## config.mk

```make
export PLATFORM = sky130hd
export DESIGN_NAME = alu_wb_buffer
export DESIGN_NICKNAME = d
export VERILOG_FILES = /design/src/rtl/alu_wb_buffer_pkg.sv /design/src/rtl/alu_wb_buffer_fwd_lookup.sv /design/src/rtl/alu_wb_buffer.sv
export SDC_FILE = /design/constraint.sdc
export NUM_CORES = 1
export LEC_CHECK = 0
export CORE_MARGIN = 2
export CORE_UTILIZATION = 37
export CTS_BUF_LIST = sky130_fd_sc_hd__clkbuf_8
export CTS_CLUSTER_SIZE = 25
export DETAILED_ROUTE_END_ITERATION = 10
export PLACE_DENSITY = 0.66
export SLEW_MARGIN = 20
export SYNTH_ARGS = -nofsm -noshare
export SYNTH_HDL_FRONTEND = slang
export SYNTH_SLANG_ARGS = --single-unit
```

## constraint.sdc

```tcl
create_clock -name clk -period 5 [get_ports clk]
set_input_delay 0.75 -clock clk [delete_from_list [all_inputs] [get_ports clk]]
set_output_delay 0.75 -clock clk [all_outputs]
set_load 0.03 [all_outputs]
```

## src/rtl/alu_wb_buffer_pkg.sv

```systemverilog
// Shared definitions for the ALU write-back buffer.
//   WB_XLEN      : default result data width
//   WB_REG_AW    : default register address width
//   WB_DEPTH     : default number of buffer entries
//   wb_entry_t   : layout of one buffered write-back entry
package alu_wb_buffer_pkg;

   localparam int WB_XLEN   = 32;
   localparam int WB_REG_AW = 5;
   localparam int WB_DEPTH  = 4;

   typedef struct packed {
      logic                 valid;
      logic [WB_REG_AW-1:0] rd;
      logic [WB_XLEN-1:0]   result;
      logic                 zero;
   } wb_entry_t;

endpackage

```

## src/rtl/alu_wb_buffer_fwd_lookup.sv

```systemverilog
// wb_fwd_lookup: combinational youngest-match search over the write-back
// buffer entries.
//   valid/rd/result : entry arrays, indexed by slot
//   tail            : next write slot; tail-1 holds the youngest entry
//   addr            : lookup register address (0 never hits)
//   hit/data        : match flag and value of the youngest matching entry
module wb_fwd_lookup #(
   parameter int DEPTH  = 4,
   parameter int XLEN   = 32,
   parameter int REG_AW = 5
) (
   input  logic                     valid [DEPTH],
   input  logic [REG_AW-1:0]        rd    [DEPTH],
   input  logic [XLEN-1:0]          result[DEPTH],
   input  logic [$clog2(DEPTH)-1:0] tail,
   input  logic [REG_AW-1:0]        addr,
   output logic                     hit,
   output logic [XLEN-1:0]          data
);

   localparam int AW = $clog2(DEPTH);

   logic [AW-1:0] idx;

   // Walk slots from tail (oldest possible) round to tail-1 (youngest);
   // later matches overwrite earlier ones so the youngest wins. Empty slots
   // always have valid=0, so a full or partial ring is handled uniformly.
   always_comb begin
      hit  = 1'b0;
      data = '0;
      idx  = '0;
      if (addr != '0) begin
         for (int unsigned k = 0; k < DEPTH; k++) begin
            idx = tail + AW'(k);
            if (valid[idx] && (rd[idx] == addr)) begin
               hit  = 1'b1;
               data = result[idx];
            end
         end
      end
   end

endmodule

```

## src/rtl/alu_wb_buffer.sv

```systemverilog
// alu_wb_buffer: in-order write-back buffer between EX and the register file.
//   clk, rst_n (async, active-low), flush (sync discard of all entries)
//   in_*       : ALU result beat, valid/ready handshake
//   rf_*       : register-file write port, head entry retires on rf_ready
//   fwd_rs*    : youngest-match forwarding lookups over pending writes
//   count      : buffer occupancy
// Optional feature macro ALU_WB_BYPASS_EN: zero-latency retire of an incoming
// beat when the buffer is empty, and forwarding from the incoming beat.
module alu_wb_buffer
   import alu_wb_buffer_pkg::*;
#(
   parameter int DEPTH  = WB_DEPTH,
   parameter int XLEN   = WB_XLEN,
   parameter int REG_AW = WB_REG_AW
) (
   input  logic                     clk,
   input  logic                     rst_n,
   input  logic                     flush,
   input  logic                     in_valid,
   output logic                     in_ready,
   input  logic [XLEN-1:0]          in_result,
   input  logic                     in_zero,
   input  logic [REG_AW-1:0]        in_rd,
   input  logic                     in_we,
   input  logic                     rf_ready,
   output logic                     rf_we,
   output logic [REG_AW-1:0]        rf_waddr,
   output logic [XLEN-1:0]          rf_wdata,
   output logic                     rf_zero,
   input  logic [REG_AW-1:0]        fwd_rs1_addr,
   output logic                     fwd_rs1_hit,
   output logic [XLEN-1:0]          fwd_rs1_data,
   input  logic [REG_AW-1:0]        fwd_rs2_addr,
   output logic                     fwd_rs2_hit,
   output logic [XLEN-1:0]          fwd_rs2_data,
   output logic [$clog2(DEPTH):0]   count
);

   localparam int AW = $clog2(DEPTH);
   localparam int CW = AW + 1;

   logic              e_valid [DEPTH];
   logic [REG_AW-1:0] e_rd    [DEPTH];
   logic [XLEN-1:0]   e_result[DEPTH];
   logic              e_zero  [DEPTH];

   logic [AW-1:0] head;
   logic [AW-1:0] tail;
   logic          not_empty;
   logic          beat_wr;
   logic          bypass;
   logic          store;
   logic          pop;
   logic          lk1_hit, lk2_hit;
   logic [XLEN-1:0] lk1_data, lk2_data;

   assign in_ready  = (count != CW'(DEPTH));
   assign not_empty = (count != '0);
   assign beat_wr   = in_valid && in_we && (in_rd != '0);

`ifdef ALU_WB_BYPASS_EN
   assign bypass = !not_empty && beat_wr && rf_ready && !flush;
`else
   assign bypass = 1'b0;
`endif

   assign store = beat_wr && in_ready && !bypass;
   assign pop   = not_empty && rf_ready;

   always_comb begin
      rf_we    = 1'b0;
      rf_waddr = '0;
      rf_wdata = '0;
      rf_zero  = 1'b0;
      if (not_empty) begin
         rf_we    = 1'b1;
         rf_waddr = e_rd[head];
         rf_wdata = e_result[head];
         rf_zero  = e_zero[head];
      end else if (bypass) begin
         rf_we    = 1'b1;
         rf_waddr = in_rd;
         rf_wdata = in_result;
         rf_zero  = in_zero;
      end
   end

   always_ff @(posedge clk or negedge rst_n) begin
      if (!rst_n) begin
         head  <= '0;
         tail  <= '0;
         count <= '0;
         for (int unsigned i = 0; i < DEPTH; i++) begin
            e_valid[i]  <= 1'b0;
            e_rd[i]     <= '0;
            e_result[i] <= '0;
            e_zero[i]   <= 1'b0;
         end
      end else if (flush) begin
         head  <= '0;
         tail  <= '0;
         count <= '0;
         for (int unsigned i = 0; i < DEPTH; i++) begin
            e_valid[i] <= 1'b0;
         end
      end else begin
         // store and pop never target the same slot: tail==head only when
         // empty (no pop) or full (no store).
         if (store) begin
            e_valid[tail]  <= 1'b1;
            e_rd[tail]     <= in_rd;
            e_result[tail] <= in_result;
            e_zero[tail]   <= in_zero;
            tail           <= tail + 1'b1;
         end
         if (pop) begin
            e_valid[head] <= 1'b0;
            head          <= head + 1'b1;
         end
         if (store && !pop) begin
            count <= count + 1'b1;
         end else if (pop && !store) begin
            count <= count - 1'b1;
         end
      end
   end

   wb_fwd_lookup #(.DEPTH(DEPTH), .XLEN(XLEN), .REG_AW(REG_AW)) u_fwd_rs1 (
      .valid (e_valid),
      .rd    (e_rd),
      .result(e_result),
      .tail  (tail),
      .addr  (fwd_rs1_addr),
      .hit   (lk1_hit),
      .data  (lk1_data)
   );

   wb_fwd_lookup #(.DEPTH(DEPTH), .XLEN(XLEN), .REG_AW(REG_AW)) u_fwd_rs2 (
      .valid (e_valid),
      .rd    (e_rd),
      .result(e_result),
      .tail  (tail),
      .addr  (fwd_rs2_addr),
      .hit   (lk2_hit),
      .data  (lk2_data)
   );

`ifdef ALU_WB_BYPASS_EN
   // The incoming beat is younger than anything buffered, so it takes priority.
   always_comb begin
      fwd_rs1_hit  = lk1_hit;
      fwd_rs1_data = lk1_data;
      fwd_rs2_hit  = lk2_hit;
      fwd_rs2_data = lk2_data;
      if (beat_wr && (in_rd == fwd_rs1_addr)) begin
         fwd_rs1_hit  = 1'b1;
         fwd_rs1_data = in_result;
      end
      if (beat_wr && (in_rd == fwd_rs2_addr)) begin
         fwd_rs2_hit  = 1'b1;
         fwd_rs2_data = in_result;
      end
   end
`else
   assign fwd_rs1_hit  = lk1_hit;
   assign fwd_rs1_data = lk1_data;
   assign fwd_rs2_hit  = lk2_hit;
   assign fwd_rs2_data = lk2_data;
`endif

endmodule

```

==> results of run 1 <==
[cell families after synthesis]
family	synth area share, %
AOI/OAI and AO/OA	10.6
muxes	43.1
DFF	28.4
xor gates and xnor gates	2.86
adders and majority gates	0.836
buffers and inverters	4.60
and+or+nand+nor	9.56
[stage by stage]
step                hold slack, ps  setup WS [ps]  util (%)  instance area, µm²  std cells
floorplan                      454           52.4         -               14500       1210
global placement               483            566      45.0               17300       1790
detailed placement             491            529      45.0               17300       1790
CTS                            278           83.9      46.1               17700       1822
global route                   314           6.88      46.4               17800       1825
finish                         284            117      46.4               17800       1826
[worst paths after layout]
check,endpoint,slack [ps],depth (start not counted)
min in group clk,e_zero[0]$_DFFE_PN0P_,510,1
min,e_result[98]$_DFFE_PN0P_,280,1
max reg2reg,e_result[47]$_DFFE_PN0P_,2140,6
max in group asynchronous,head[1]$_DFFE_PN0P_,3580,2
min reg2reg,e_zero[0]$_DFFE_PN0P_,510,1
max,fwd_rs1_data[13],120,10
[synthesized netlist by cell type, types with 8 or more instances]
master	instances
sky130_fd_sc_hd__xor2_1	21
sky130_fd_sc_hd__o21ai_1	10
sky130_fd_sc_hd__ha_1	8
sky130_fd_sc_hd__nor3_1	52
sky130_fd_sc_hd__dfrtp_1	163
sky130_fd_sc_hd__inv_1	9
sky130_fd_sc_hd__buf_2	33
sky130_fd_sc_hd__o31a_1	18
sky130_fd_sc_hd__nand2_1	45
sky130_fd_sc_hd__mux4_2	190
sky130_fd_sc_hd__and3_1	45
sky130_fd_sc_hd__a21boi_0	29
sky130_fd_sc_hd__a31oi_1	31
sky130_fd_sc_hd__mux2_2	153
sky130_fd_sc_hd__nand3_1	39
sky130_fd_sc_hd__xnor2_1	26
sky130_fd_sc_hd__clkbuf_1	90
sky130_fd_sc_hd__o21ai_0	52
sky130_fd_sc_hd__mux2i_1	20
sky130_fd_sc_hd__nor2b_1	41
sky130_fd_sc_hd__nor2_1	12
sky130_fd_sc_hd__a211oi_1	36
sky130_fd_sc_hd__o221ai_1	30
sky130_fd_sc_hd__buf_1	12
[worst reg2reg max path, stage by stage (launching register included)]
cell                      delay [ps]
sky130_fd_sc_hd__dfrtp_4         410
sky130_fd_sc_hd__buf_4           340
sky130_fd_sc_hd__buf_4           750
sky130_fd_sc_hd__ha_1            340
sky130_fd_sc_hd__nand2_2         270
sky130_fd_sc_hd__buf_12          320
sky130_fd_sc_hd__mux2_2          330
[timing repair]
action,in CTS,in global routing
endpoints found under the setup margin,6,31
resized for setup,1,17
setup buffers,0,3
hold buffers,0,0
pin swaps,0,1
[power breakdown]
group          internal [W]  switching, W
combinational       0.00220       0.00193
clock              0.000498      0.000561
sequential          0.00170      0.000607
[layout make-up]
| cell class | instances | area [µm²] | area share, % |
|---|---|---|---|
| multi-input combinational | 895 | 9930 | 55.7 |
| sequential | 163 | 4090 | 22.9 |
| timing repair buffer | 208 | 2720 | 15.2 |
| tap | 518 | 648 | 3.63 |
| clock buffer | 17 | 234 | 1.31 |
| clock inverter | 15 | 180 | 1.01 |
| inverter | 9 | 33.8 | 0.189 |
| antenna | 1 | 2.50 | 0.0140 |
[routing by layer]
layer / track usage (%) / vias up
li1: - / 4974
met1: 30.6 / 6207
met2: 37.5 / 731
met3: 5.59 / 139
met4: 10.3 / 4
met5: 0 / -
[flip-flops by register name, summed over array words and instances, names as in the netlist]
name and cells:
e_valid 4, head 2, tail 2, e_rd 20
e_result 128, e_zero 4, count 3
==> results.txt, run 1 <==
The first-iteration detailed-routing DRC count came out at 1174. The insertion delay of the later-clocked pin in the worst-skew pair is 500 ps. The fmax came out at 205 MHz. The number of buffer and inverter instances along the worst setup path is 3.

The final number of hold-violating endpoints came to 0. Dividing the detail-routed wire length by the instance count gives 26.0 µm. The total of max-cap violations came out at 0. 163 I/O pins were placed.

Clock-pin slew was measured on the worst setup and hold paths at 90 ps. CTS saw 163 sinks. The number of nets in the final layout is 1357. The length of routed met3 wiring is 4600 µm. The floorplan row count is 72. The total grt overflow is 0. The min-delay analysis places its worst path in the category input port to async pin. The TritonCTS buffer count is 17.

The wire length of the first global-routing pass is 73100 µm. The clock period minus worst slack is 4880 ps. The worst endpoint required time came out at 4250 ps. Setup repair after global routing left no endpoint under its margin. The maximum number of pins on one net before global-route repair came out at 73.

In the layout the commonest cells are 190 x sky130_fd_sc_hd__mux4_2, 159 x sky130_fd_sc_hd__dfrtp_1, 153 x sky130_fd_sc_hd__mux2_2, 95 x sky130_fd_sc_hd__clkdlybuf4s50_1, 73 x sky130_fd_sc_hd__buf_12. The number of vias in the routed layout is 12055. STA classifies the critical path endpoint as an output port. The largest fanout on the critical path came out at 23. The setup clock skew after layout came out at 15.2 ps. The run finished with clean final reports. The number of DRC violations after detailed routing came out at 0. The initial antenna violation count is 2. The reported leakage power is 6.70 nW. In this run the top signal layer used is met5.

The average cell area after synthesis is 11.9 µm². The root buffer cell is sky130_fd_sc_hd__clkbuf_8. The quantity of I/O buffers inserted on ports is 162. Counting every net in the synthesized netlist gives 1273.

The count of fill cells added during filler insertion came out at 3445. The number of vias per cell came out at 6.60. The initial utilization of the core area, before any placement, comes to 37.4%. At the end of routability-driven placement, the weighted congestion stood at 0.849. The maximum vdd ir drop is 200 µV.

After synthesis the netlist holds a flip-flop and latch count of 163. The share of post-route cells with drive strength above 1 is 41.5%. STA classifies the critical path startpoint as a flop. The netlist area before placement is 14400 µm². The Yosys step of the flow raised 0 warnings.

Global routing used 23.5% of the available tracks. Sorting the synthesized cells by area gives the leading types as sky130_fd_sc_hd__mux4_2 30%, sky130_fd_sc_hd__dfrtp_1 28%, sky130_fd_sc_hd__mux2_2 12%. At the pin with the least slew margin, the transition time is 1050 ps. The total wire length came out at 47500 µm. Grouping stages by cell kind, the critical path spends the most delay in compound AO/OA/AOI/OAI gates.

The count of mapped cells out of synthesis is 1210. The count of pins over their slew limit is 0. The chip height came out at 201 µm. The number of global-route vias before repair is 12238. The relative slew slack is 30.1%. The worst setup path category is flop to output port.

The data arrival time of the critical path came out at 4130 ps. The area of the core region came out at 38500 µm². For this block, wires on met1 add up to 18400 µm. The remaining number of nets flagged by the antenna check after routing is 0. Summed over its instances, the top area cell type makes up 29.8% of the synthesized netlist area.

The sum of negative setup slack is 0 ps. Setup violations remaining at the end of the flow were counted as 0. Yosys mapped the design onto 45 distinct sky130hd cell types. The overall die width is 201 µm. The first detailed-routing pass took 5 iterations. The dominant register cell in the synthesized netlist is sky130_fd_sc_hd__dfrtp_1. The slowest stage of the critical path is the sky130_fd_sc_hd__mux4_2 cell. On the worst path, the slowest cell contributes a delay of 600 ps. The maximum level of the CTS H-tree is 4. After layout, the worst path uses 97.7% of the clock period.

Sequential elements use 28.4% of the synthesized area. The share of flip-flops with an asynchronous set or reset after synthesis is 100%. The launch point of the worst path is tail[0]$_DFFE_PN0P_.

The library cell used most frequently in the layout, excluding fill and tap cells, is sky130_fd_sc_hd__mux4_2. The startpoint identified for the worst register-to-register timing path is tail[1]$_DFFE_PN0P_. The worst-case clock buffer depth came out at 2. Once detailed placement completed, the half-perimeter wirelength came to 30800 µm. The amount of wire on met2 after detailed routing came out at 22600 µm.

The completed layout was analyzed and its total power is 0.00750 W. The die covers 40400 µm². In this run, synthesis inferred 0 flip-flops with an integrated enable. For this design the ratio of total power to cell area is 420 nW/µm². The largest total area in the synthesized netlist belongs to sky130_fd_sc_hd__mux4_2. The signed area change from the synthesized netlist to the final layout came out at 24.1%.

Traced cell by cell, the critical path runs through inv_1 > ha_4 > mux4_2 > xnor2_1 > nand4_1 > nor2_2 > buf_4 > o221ai_1 > a31oi_1 > buf_12. TritonCTS built the clock tree.
(Power assumes the default switching activity.)
==> run 2, diff against run 1 <==
CORE_UTILIZATION = 45   (was 37)
PLACE_DENSITY = 0.76   (was 0.66)
==> run 2 against run 1 <==
Effect of this change: clock power down 8%; non-clock buffer count down 2; final area down 2.1%; total power down 1.3%; fmax down 0.21%.
==> results.txt, run 2 (same netlist as run 1, synthesis figures left out) <==
The die area is 33400 µm² (-17%). The flip-flop count of the largest register, all copies and words added is 128 (unchanged). The fmax came out at 204 MHz (-0.21%). The TritonCTS buffer count came to 17 (unchanged). The number of vias in the routed layout came out at 12141 (+0.71%). STA classifies the critical path endpoint as an output port. The starting utilization of the core area came to 45.7% (+8.3 points).

The library cells used most frequently in the layout, excluding fill and tap cells, are 190 x sky130_fd_sc_hd__mux4_2, 159 x sky130_fd_sc_hd__dfrtp_1, 153 x sky130_fd_sc_hd__mux2_2, 95 x sky130_fd_sc_hd__clkdlybuf4s50_1, 61 x sky130_fd_sc_hd__buf_12. The utilization after layout came out at 55.5% (+9.1 points). The wire length of the first global-routing pass came to 71500 µm (-2.2%). The setup path with the least slack is of type flop to output port. The maximum level of the CTS H-tree is 4 (unchanged).

The quantity of I/O buffers inserted on ports is 162 (unchanged). The number of vias per cell came out at 7.11 (+7.7%). TritonCTS built the clock tree.

The number of iterations in the first detailed-routing pass is 6 (+1). The count of fill cells added during filler insertion is 2496 (-28%). The placed instance count was 1673 (-6.5%). The class of the tightest hold or removal check is input port to async pin. The remaining number of nets flagged by the antenna check after routing came to 0 (unchanged). The clock net sink count was 163 (unchanged). The chip height is 183 µm (-9.1%). The routability congestion estimate came out at 0.859 (+1.2%). Setup repair after global routing could not meet its margin everywhere. The initial antenna violation count came out at 0 (-2). The share of post-route cells with drive strength above 1 is 40.4% (-1.1 points). The count of pins over their slew limit came out at 0 (unchanged). CTS placed an instance of sky130_fd_sc_hd__clkbuf_8 at the clock tree root. The largest stage delay on the critical path was 590 ps (about the same). Walking the worst path, the cells encountered are inv_1 > ha_4 > mux4_2 > xor2_1 > nor4_4 > and2_1 > buf_4 > a211oi_1 > a211oi_2 > buf_12. The reported leakage power is 6.66 nW (-0.64%). The setup violation total in the final timing report was 0 (unchanged).

The flow ran to the end, and the final reports show no timing, DRC or antenna violations. The floorplan row count is 65 (-9.7%). The design area is 17500 µm² (-2.1%). The first-iteration detailed-routing DRC count is 1802 (+53%).

The clock period minus worst slack came out at 4890 ps (+10.4 ps). The total power per unit cell area came out at 424 nW/µm² (+0.85%). The overall die width came out at 183 µm (-9.1%). The largest registers in the layout are e_result: 128 flops, e_rd: 20 flops.

The smallest hold slack is 265 ps (-18.7 ps). The clock-pin slew on the worst setup and hold paths is 90 ps (about the same). The total grt overflow came out at 0 (unchanged). The setup clock skew after layout came to 16.0 ps (+0.813 ps). The area of the core region came out at 31500 µm² (-18%).

The largest fanout on the critical path came out at 14 (-39%). The combined global-route utilization of all metal layers came out at 27.8% (+4.3 points). The maximum vdd ir drop came out at 203 µV (+1.1%). The family of cells with the greatest summed delay on the critical path is simple AND/OR/NAND/NOR gates. The number of DRC violations after detailed routing is 0 (unchanged). The number of global-route vias before repair is 12312 (+0.60%). The number of nets in the final layout came out at 1355 (-0.15%). The signed area change from the synthesized netlist to the final layout came out at 21.5%. Among all stages on the critical path, the largest delay is contributed by sky130_fd_sc_hd__mux4_2. The worst endpoint required time is 4250 ps (about the same). The sum of negative setup slack came out at 0 ps (unchanged). The final number of hold-violating endpoints came to 0 (unchanged). The relative slew slack is 24.0% (-6.1 points). The total inserted antenna cells came out at 0 (-1).

The non-filler instance count after layout is 1707 (-6.5%). The maximum number of pins on one net before global-route repair came out at 97 (+33%). The total of max-cap violations is 0 (unchanged). The total wire length came out at 45400 µm (-4.5%). Leaving out fill and tap cells, the most frequent cell in the layout is sky130_fd_sc_hd__mux4_2. The insertion delay of the later-clocked pin in the worst-skew pair is 490 ps (about the same). Ranked by flip-flop count, first place goes to e_result. The worst-case clock buffer depth is 2 (unchanged). The slew of the pin with the lowest slew margin is 1140 ps (+91.3 ps).

The number of buffer and inverter instances along the worst setup path was 3 (unchanged). The worst setup path is launched from a flop. The placed instance area is 17000 µm² (-1.8%). The share of the cycle needed by the critical path after routing came out at 97.9% (+0.21 points). The data arrival time of the critical path is 4140 ps (about the same). The average detailed-routed wire length per instance is 26.6 µm (+2.2%). The post-detailed-placement half-perimeter wirelength came out at 29600 µm (-4.1%). The top-level port count is 163 (unchanged).
## run 2: cell types whose count changed in the layout (fill, tap and decap cells not counted), moves of 2 or more
cell	previous run	this run
sky130_fd_sc_hd__buf_12	73	61
sky130_fd_sc_hd__a31oi_1	18	29
sky130_fd_sc_hd__a31oi_2	13	2
sky130_fd_sc_hd__buf_4	38	46
sky130_fd_sc_hd__inv_6	4	7
sky130_fd_sc_hd__and2_1	2	4
sky130_fd_sc_hd__bufinv_16	3	1
sky130_fd_sc_hd__clkinv_4	3	1
## run 2: routing by layer
| layer | GRT usage (%) | up-vias | part of all wire (%) |
|---|---|---|---|
| li1 | - | 4983 | - |
| met1 | 36.1 | 6098 | 37 |
| met2 | 42.9 | 886 | 46 |
| met3 | 7.33 | 174 | 11 |
| met4 | 15.0 | 0 | 5.6 |
| met5 | 0 | - | 0 |
## run 2: worst paths after layout
| path | start | to | slack, ps | cells after the start |
|---|---|---|---|---|
| worst max-delay path | tail[0]$_DFFE_PN0P_ | fwd_rs2_data[30] | 110 | 10 |
| worst min register to register | e_zero[3]$_DFFE_PN0P_ | e_zero[3]$_DFFE_PN0P_ | 510 | 1 |
| max in group asynchronous | rst_n | e_result[91]$_DFFE_PN0P_ | 3730 | 2 |
| worst min-delay path | rst_n | e_result[34]$_DFFE_PN0P_ | 270 | 1 |
| min in group clk | e_zero[3]$_DFFE_PN0P_ | e_zero[3]$_DFFE_PN0P_ | 510 | 1 |
| worst max register to register | tail[0]$_DFFE_PN0P_ | e_result[13]$_DFFE_PN0P_ | 2040 | 6 |
## run 2: per-stage QoR
| step | setup WS (ps) | power [W] |
|---|---|---|
| after global routing | -22.9 | 0.00779 |
| after floorplan | 52.4 | 0.00509 |
| after detailed placement | 459 | 0.00640 |
| after CTS | 7.60 | 0.00739 |
| after global placement | 519 | 0.00625 |
| final | 107 | 0.00740 |
## run 2: power breakdown
group          switching [W]  leakage [nW]  internal (W)  total, W
Clock               0.000566         0.187      0.000406  0.000972
Sequential          0.000627          2.13       0.00170   0.00233
Combinational        0.00191          4.35       0.00219   0.00410
Total                0.00311          6.66       0.00430   0.00740
## run 2: timing repair
| action | 4_1_cts | 5_1_grt |
|---|---|---|
| resized for setup | 2 | 7 |
| hold buffers | 0 | 0 |
| endpoints found under the setup margin | 22 | 24 |
| buffers inserted | 0 | 1 |
| gates cloned | 1 | 0 |
## run 2: layout make-up
cell class | instances | area, µm² | area share (%)
clock buffer | 17 | 234 | 1.34
clock inverter | 15 | 144 | 0.824
inverter | 9 | 33.8 | 0.193
multi-input combinational | 895 | 9850 | 56.4
sequential | 163 | 4090 | 23.4
tap | 402 | 503 | 2.88
timing repair buffer | 206 | 2600 | 14.9
==> run 3, diff against run 2 <==
ABC_CLOCK_PERIOD_IN_PS = 5000   (was not set)
CELL_PAD_IN_SITES_DETAIL_PLACEMENT = 0   (was not set)
CELL_PAD_IN_SITES_GLOBAL_PLACEMENT = 2   (was not set)
CORE_UTILIZATION = 36   (was 45)
PLACE_DENSITY = 0.86   (was 0.76)
==> run 3 against run 2 <==
Effect of this change: fmax increased by 2.1%; clock skew rose by 7.0 ps; worst hold slack better by 15 ps; critical path depth unchanged; final cell count grew 7.6%; critical path type unchanged.
==> results.txt, run 3 (same netlist as run 1, synthesis figures left out) <==
The critical path ends at fwd_rs1_data[0]. The worst-case register-to-register setup slack came out at 2030 ps (about the same). The net switching share of the total power is 40.9% (-1.0 points). The smallest hold slack is 281 ps (+15.4 ps). The worst setup path is captured at an output port. The largest stage delay on the critical path came out at 600 ps (about the same). The final number of hold-violating endpoints is 0 (unchanged). The relative slew slack came to 32.8% (+8.8 points).

The insertion delay of the later-clocked pin in the worst-skew pair is 490 ps (about the same). Ranked by flip-flop count, first place goes to e_result. The number of DRC violations after detailed routing came out at 0 (unchanged).

TritonCTS built the clock tree. The flip-flop count of the largest register, all copies and words added is 128 (unchanged). The clock period minus worst slack is 4790 ps (-99.9 ps). The library cells used most frequently in the layout, excluding fill and tap cells, are 190 x sky130_fd_sc_hd__mux4_2, 159 x sky130_fd_sc_hd__dfrtp_1, 153 x sky130_fd_sc_hd__mux2_2, 95 x sky130_fd_sc_hd__clkdlybuf4s50_1, 76 x sky130_fd_sc_hd__buf_12.

The switching power came out at 0.00305 W (-1.7%). On the critical path, the stage with the largest delay is an instance of sky130_fd_sc_hd__dfrtp_4. The routability congestion estimate came to 0.844 (-1.7%).

The maximum vdd ir drop was 252 µV (+24%). The cell-internal power came out at 0.00441 W (+2.6%). The reported leakage power came out at 6.73 nW (+1.0%). The wire length of the first global-routing pass came out at 75000 µm (+4.8%). The signed area change from the synthesized netlist to the final layout is 24.2%. The chip height is 204 µm (+12%). The top-level port count is 163 (unchanged). The die area was 41500 µm² (+24%). The total grt overflow came out at 0 (unchanged). The first-iteration detailed-routing DRC count is 958 (-47%). The maximum level of the CTS H-tree came out at 4 (unchanged).

The number of nets in the final layout is 1362 (+0.52%). The combined global-route utilization of all metal layers was 23.9% (-3.9 points). The library cell used most frequently in the layout, excluding fill and tap cells, is sky130_fd_sc_hd__mux4_2. Setup repair after global routing left no endpoint under its margin. STA classifies the critical path startpoint as a flop.

The total power per unit cell area came to 418 nW/µm² (-1.4%). The initial antenna violation count is 1 (+1). The clock net sink count came out at 163 (unchanged). The number of vias in the routed layout is 11858 (-2.3%). The most critical setup path has its startpoint at tail[1]$_DFFE_PN0P_.

The TritonCTS buffer count came out at 17 (unchanged). The share of power burned in the clock network is 13.9% (+0.8 points). The root buffer cell is sky130_fd_sc_hd__clkbuf_8. The portion of total power attributed to sequential cells is 31.1% (-0.4 points).

The total wire length is 48400 µm (+6.8%). The fmax is 209 MHz (+2.1%). The reg-to-reg endpoint is e_result[17]$_DFFE_PN0P_. The setup clock skew after layout is 23.0 ps (+7.00 ps). The count of fill cells added during filler insertion came out at 3575 (+43%). Walking the worst path, the cells encountered are inv_1 > ha_4 > mux4_2 > xnor2_1 > and2_2 > buf_4 > and3_1 > a311oi_1 > o22ai_1 > buf_12. The number of vias per cell is 6.46 (-9.2%). The worst-case clock buffer depth is 2 (unchanged). The average detailed-routed wire length per instance came out at 26.4 µm (-0.77%). The floorplan row count was 73 (+12%). The run finished with clean final reports. The worst endpoint required time came out at 4250 ps (about the same).

The count of pins over their slew limit came out at 0 (unchanged). The starting utilization of the core area came out at 36.3% (-9.3 points). The number of global-route vias before repair came out at 12101 (-1.7%). The data arrival time of the critical path came out at 4040 ps (-100 ps). The number of iterations in the first detailed-routing pass was 5 (-1). The total of max-cap violations is 0 (unchanged).

The critical path in this run is classified as flop to output port. The share of post-route cells with drive strength above 1 is 40.6% (+0.20 points). The class of the tightest hold or removal check is input port to async pin. The slew of the pin with the lowest slew margin came out at 1010 ps (-130 ps). The share of the cycle needed by the critical path after routing is 95.9% (-2.0 points).

The largest fanout on the critical path was 30 (+16). The maximum number of pins on one net before global-route repair came out at 131 (+35%). The number of cell instances on the worst register-to-register path came to 6 (unchanged). The sum of negative setup slack came out at 0 ps (unchanged).

The worst register-to-register path begins at tail[0]$_DFFE_PN0P_. The number of hold buffers added after CTS came to 0 (unchanged). The quantity of I/O buffers inserted on ports came to 162 (unchanged). In the final layout, the registers with the most flip-flops are e_result: 128 flops, e_rd: 20 flops.

The remaining number of nets flagged by the antenna check after routing was 0 (unchanged). The overall die width is 204 µm (+12%). The setup violation total in the final timing report came out at 0 (unchanged). The clock-pin slew on the worst setup and hold paths came out at 100 ps (about the same). The area of the core region came to 39500 µm² (+26%). The post-detailed-placement half-perimeter wirelength is 32000 µm (+8.1%). The share of total power in combinational logic came out at 55.1% (-0.3 points).
run 3: changes by cell type in the layout (fill, tap and decap cells not counted), moves of 2 or more:
cell / previous run / this run
sky130_fd_sc_hd__buf_12: 61 / 76
sky130_fd_sc_hd__buf_4: 46 / 38
sky130_fd_sc_hd__inv_6: 7 / 0
sky130_fd_sc_hd__inv_1: 9 / 13
sky130_fd_sc_hd__buf_6: 1 / 4
sky130_fd_sc_hd__a31oi_1: 29 / 27
sky130_fd_sc_hd__a31oi_2: 2 / 4
sky130_fd_sc_hd__bufinv_16: 1 / 3
sky130_fd_sc_hd__clkbuf_8: 17 / 19
sky130_fd_sc_hd__nand2_2: 4 / 6
run 3: worst max-delay path: cells and delay by family (launching register included):
family                   cells  cell delay, ps
flip-flops                   1             600
XOR/XNOR                     1             200
adder cells (fa/ha/maj)      1             400
buffers and inverters        3             700
AND/OR/NAND/NOR              2             550
multiplexers                 1             570
AO/OA/AOI/OAI                2             530
run 3: final cells by class:
type | instances | area [µm²] | share of cell area, %
antenna | 1 | 2.50 | 0.0140
clock buffer | 19 | 262 | 1.46
clock inverter | 12 | 143 | 0.799
inverter | 9 | 33.8 | 0.189
multi-input combinational | 895 | 9860 | 55.3
sequential | 163 | 4090 | 22.9
tap | 525 | 657 | 3.68
timing repair buffer | 213 | 2800 | 15.7
run 3: per-layer routing:
| layer | part of all wire, % | vias to the layer above | routed length (µm) | global-route usage, % |
|---|---|---|---|---|
| met1 | 41 | 6198 | 19600 | 32.4 |
| met2 | 49 | 578 | 23900 | 39.4 |
| met4 | 2.7 | 0 | 1290 | 7.35 |
| met3 | 7.4 | 93 | 3590 | 3.84 |
| met5 | 0 | - | 0 | 0 |
| li1 | - | 4989 | - | - |
run 3: how the worst min path moves through the flow:
stage	to	startpoint	cells past startpoint
global placement	e_zero[0]$_DFFE_PN0P_	e_zero[0]$_DFFE_PN0P_	1
global route	e_valid[2]$_DFF_PN0_	rst_n	1
floorplan	count[0]$_DFFE_PN0P_	rst_n	0
detailed placement	e_zero[3]$_DFFE_PN0P_	e_zero[3]$_DFFE_PN0P_	1
CTS	e_result[97]$_DFFE_PN0P_	rst_n	1
finish	e_result[97]$_DFFE_PN0P_	rst_n	1
run 3: power by group through the flow:
| stage | Clock, W | Sequential (W) | Combinational (W) |
|---|---|---|---|
| after floorplan | 0 | 0.00209 | 0.00301 |
| after global placement | 0 | 0.00228 | 0.00408 |
| after detailed placement | 0 | 0.00233 | 0.00411 |
| after CTS | 0.00106 | 0.00230 | 0.00414 |
| after global routing | 0.00111 | 0.00240 | 0.00436 |
| final | 0.00104 | 0.00232 | 0.00411 |
run 3: repair_timing:
item / in CTS / in global routing
setup endpoints to repair: 0 / 40
gates resized for setup: 0 / 8
buffers inserted: 0 / 0
run 3: per-stage QoR:
stage | power [W] | cells | utilization, % | setup slack (ps) | cell area (µm²)
after floorplan | 0.00509 | 1210 | - | 52.4 | 14500
after global placement | 0.00636 | 1805 | 44.0 | 597 | 17400
after detailed placement | 0.00645 | 1805 | 44.0 | 550 | 17400
after CTS | 0.00750 | 1836 | 45.0 | 7.11 | 17800
after global routing | 0.00788 | 1837 | 45.1 | 21.8 | 17900
final | 0.00746 | 1837 | 45.1 | 206 | 17900
